<file path="src/rtl/carloni_fifo_ctrl.sv">
// Stop/void shell controller around a non-showahead FIFO.
// Read data lands in a credit-managed skid buffer.
module carloni_fifo_ctrl #(
  parameter int WIDTH = 16,
  parameter int RD_LAT = 2,
  parameter int SKID = RD_LAT + 1,
  localparam int OCC_W = $clog2(SKID + 1)
) (
  input  logic             clk,
  input  logic             reset,
  input  logic [WIDTH-1:0] i_data,
  input  logic             i_void,
  output logic             o_stop,
  output logic             f_enq,
  output logic [WIDTH-1:0] f_data,
  output logic             f_deq,
  input  logic [WIDTH-1:0] f_q,
  input  logic             f_almost_full,
  input  logic             f_full,
  input  logic             f_empty,
  output logic [WIDTH-1:0] o_data,
  output logic             o_void,
  input  logic             i_stop,
  output logic [OCC_W-1:0] o_occ
);

  localparam int PW = $clog2(SKID);
  localparam int CW = $clog2(SKID + RD_LAT + 2);

  logic [RD_LAT-1:0] inflight;
  logic [RD_LAT-1:0] inflight_nxt;
  logic [WIDTH-1:0]  mem [SKID];
  logic [PW-1:0]     rd_ptr;
  logic [PW-1:0]     wr_ptr;
  logic [OCC_W-1:0]  count;
  logic              push;
  logic              pop;
  logic [CW-1:0]     inf_cnt;
  logic [CW-1:0]     used;

  function automatic logic [PW-1:0] nxt_ptr(
    input logic [PW-1:0] p
  );
    return (p == PW'(SKID - 1)) ? '0 : p + 1'b1;
  endfunction

  assign o_stop = !reset | f_almost_full | f_full;
  assign f_enq  = !i_void & !o_stop;
  assign f_data = i_data;
  assign o_void = (count == '0);
  assign o_occ  = count;
  assign o_data = mem[rd_ptr];
  assign pop    = !o_void & !i_stop;
  assign push   = inflight[0];

  always_comb begin
    inf_cnt = '0;
    for (int i = 0; i < RD_LAT; i++)
      inf_cnt = inf_cnt + CW'(inflight[i]);
  end

  // Words buffered plus words in flight must leave room;
  // a same-cycle pop returns one credit.
  assign used  = CW'(count) + inf_cnt;
  assign f_deq = reset & !f_empty
               & (used < CW'(SKID) + CW'(pop));

  always_comb begin
    inflight_nxt = inflight >> 1;
    inflight_nxt[RD_LAT-1] = f_deq;
  end

  always_ff @(posedge clk or negedge reset) begin
    if (!reset) begin
      inflight <= '0;
      rd_ptr   <= '0;
      wr_ptr   <= '0;
      count    <= '0;
    end else begin
      inflight <= inflight_nxt;
      if (push) wr_ptr <= nxt_ptr(wr_ptr);
      if (pop)  rd_ptr <= nxt_ptr(rd_ptr);
      count <= count + OCC_W'(push) - OCC_W'(pop);
    end
  end

  always_ff @(posedge clk) begin
    if (push) mem[wr_ptr] <= f_q;
  end

  a_no_skid_overflow: assert property (
    @(posedge clk) disable iff (!reset)
    !(push && (count == OCC_W'(SKID)) && !pop)
  );

endmodule

</file>
<file path="config.mk">
export PLATFORM = sky130hd
export DESIGN_NAME = carloni_fifo_ctrl
export DESIGN_NICKNAME = d
export VERILOG_FILES = /design/src/rtl/carloni_fifo_ctrl.sv
export SDC_FILE = /design/constraint.sdc
export NUM_CORES = 1
export LEC_CHECK = 0
export ABC_AREA = 1
export CORE_MARGIN = 2
export CORE_UTILIZATION = 25
export CTS_CLUSTER_DIAMETER = 50
export DETAILED_ROUTE_END_ITERATION = 10
export PLACE_DENSITY = 0.51
export REMOVE_ABC_BUFFERS = 1
export SYNTH_ARGS = -nofsm -noshare
export SYNTH_HDL_FRONTEND = slang
export SYNTH_SLANG_ARGS = --single-unit
</file>
<file path="constraint.sdc">
create_clock -name clk -period 6.7 [get_ports clk]
set_clock_uncertainty 0.15 [all_clocks]
set_input_delay 1.34 -clock clk [delete_from_list [all_inputs] [get_ports clk]]
set_output_delay 1.34 -clock clk [all_outputs]
set_load 0.05 [all_outputs]
</file>
==> results_dict.tcl <==
set metrics [dict create \
    status "finished, final reports clean" \
    tritoncts "yes" \
    synth_top_family_by_area "simple AND/OR/NAND/NOR gates" \
    multiInputGateArea_sq_um 488 \
    insertion_delay_ns 0.30 \
    clockBufferDepth 2 \
    yosysWarnings 0 \
    fin_ws_ns 1.74 \
    ys_seq_area_share_pct 70.6 \
    io_buffers 44 \
    track_usage_pct 9.28 \
    start_util_pct 25.5 \
    postCtsSetupBuffers 0 \
    rows 35 \
    vdd_drop_max_uv 124 \
    dieHeight_um 100 \
    clock_sinks 56 \
    max_clock_freq_mhz 202 \
    avgSynthCellArea_sq_um 12.5 \
    grt_overflow 0 \
    synth.distinct_cells 20 \
    core-area_sq_um 9110 \
    slew_headroom_pct 42.3 \
    endpoint "f_deq" \
    place_ws_ns 1.74 \
    r2r_end "inflight[1]" \
    wirelength_um 4540 \
    synth-compound-area-share_pct 1.24 \
    crit_arrival_ns 3.47 \
    drt-wirelength-per-cell_um 13.8 \
    vias 1350 \
    fin_util_pct 31.6 \
    worst_pin_slew_ns 0.866 \
    slew_violations 0 \
    htree_levels 2 \
    grt_max_degree 20 \
    crit_start "i_stop" \
    drt-initial-drc-count 38 \
    synth_xor_area_share_pct 0.377 \
    total_power_mw 1.35 \
    cts-resized-gates 0 \
    ff2ff_setup_slack_ns 4.72 \
    grt_pass1_vias 1354 \
    drive_above_1_share_pct 5.94 \
    finalInstanceArea_sq_um 2880 \
    powerDensity_nw_per_um2 468 \
    synthMuxAreaShare_pct 0 \
    n_antenna_cell 0 \
    hold_viol 0 \
    antenna_left 0 \
    async_flop_share_pct 14.3 \
    final.setup.tns_ns 0 \
    dieArea_sq_um 10100 \
    dr.pass1.iters 4 \
    antenna_found_initial 0 \
    syn_to_final_growth_pct 23.7 \
    netlist_area_sq_um 2320 \
    synthAdderAreaFrac_pct 3.55 \
    fillers 928 \
    crit_type "in2out" \
    clkTransAtPathRegs_ns 0.09 \
    drc_errors 0 \
    synth-simple-area-share_pct 15.6 \
    rr_startpoint "o_occ[0]" \
    place_inst 322 \
    grt_pass1_wl_um 6960 \
    synth-edff-count 48 \
    period_needed_ns 4.96 \
    crit_path_max_fanout 5 \
    synth_flop_cell "edfxtp_1" \
    final_cells 330 \
    netlist_instances 186 \
    gp_congestion 0.749 \
    end_kind "primary output" \
    clk_root_buffer_cell "clkbuf_8" \
    place_area_sq_um 2770 \
    regArea_sq_um 1640 \
    timing.final.crit_share_pct 74.0 \
    leakagePower_nw 1.08 \
    drv_cap 0 \
    hold-worst-slack_ns 0.272 \
    cts_hold_buf 0 \
    via_per_inst 4.09 \
    hold_path_class "reg2reg" \
    grt_setup_unrepaired "no" \
    r2r_cells 6 \
    start_kind "input pin" \
    ios 77 \
    ys_seq_elements 56 \
    fp.dieW_um 100 \
    hpwl_um 2930 \
    setup_viol 0 \
    cp.required_ns 5.21 \
    cts_made_buffers 5 \
    layout.nets 263 \
]
## power by group
part	switching (mW)	leakage (nW)	internal, mW	total (mW)
Combinational	0.441	0.491	0.204	0.645
Clock	0.0990	0.0552	0.111	0.210
Sequential	0.0475	0.536	0.444	0.492
## cell usage after synthesis, drive strengths merged (4+ instances only)
library cell	n	area, sq um
edfxtp	48	1440
o21ai	4	23.8
ha	5	62.6
buf	20	148
nor2	4	30.0
nand2	58	218
nand3	18	90.1
inv	14	52.6
dfrtp	8	200
## routing by layer
| metal | global-route usage, % | up-vias | routed length, um |
|---|---|---|---|
| met4 | 3.48 | 0 | 34 |
| met5 | 0 | - | 0 |
| li1 | - | 669 | - |
| met3 | 4.11 | 4 | 369 |
| met2 | 15.7 | 50 | 2300 |
| met1 | 10.3 | 627 | 1840 |
## final cells by class
cell class	instances	share of cell area, %
Timing Repair Buffer	45	15.6
Sequential cell	56	57.1
Inverter	14	1.83
Clock buffer	6	2.52
Tap cell	111	4.83
Multi-Input combinational cell	96	17.0
Clock inverter	2	1.22
## placed cells by master, fill, tap and decap left out
cell type        Yosys  routed
or3_1                1       1
edfxtp_1            48      48
clkbuf_1             0       1
xnor2_1              1       1
a21oi_1              1       1
o21ai_2              1       1
dfrtp_1              8       8
nor4_1               1       1
nor3_2               0       1
nand3b_1             1       1
nor2_1               2       2
clkbuf_8             0       5
clkdlybuf4s50_1      0      44
fa_1                 1       1
nand2_1             58      58
bufinv_16            0       1
clkinv_2             0       1
ha_1                 5       5
o21ai_0              3       3
inv_2                1       1
inv_1               13      13
nor2_4               2       2
nand3_1             18      18
buf_4               19       1
## worst min path at each step
stage                            from     endpoint  cells past startpoint
after floorplan           inflight[1]  inflight[0]                      0
after global placement    inflight[1]  inflight[0]                      0
after detailed placement  inflight[1]  inflight[0]                      0
after CTS                 inflight[1]  inflight[0]                      0
after global routing      inflight[1]  inflight[0]                      0
final                     inflight[1]  inflight[0]                      0
## worst max-delay path: stages
cell	delay (ns)
clkdlybuf4s50_1	0.45
inv_1	0.04
o21ai_2	0.08
inv_1	0.13
ha_1	0.33
nand2_1	0.06
inv_1	0.03
a21oi_1	0.17
clkdlybuf4s50_1	0.83
## registers in the layout (all words and copies together), names as in the netlist
name      cells
inflight      2
rd_ptr        2
wr_ptr        2
mem          48
o_occ         2
## logic make-up (layout without fill, tap and decap cells)
| kind of cell | Yosys count | in the layout |
|---|---|---|
| AO/OA/AOI/OAI | 5 | 5 |
| XOR/XNOR | 1 | 1 |
| adder cells (fa/ha/maj) | 6 | 6 |
| buffers and inverters | 34 | 67 |
| flip-flops | 56 | 56 |
| AND/OR/NAND/NOR | 84 | 84 |
No activity file was read; power rests on OpenSTA's default activity.
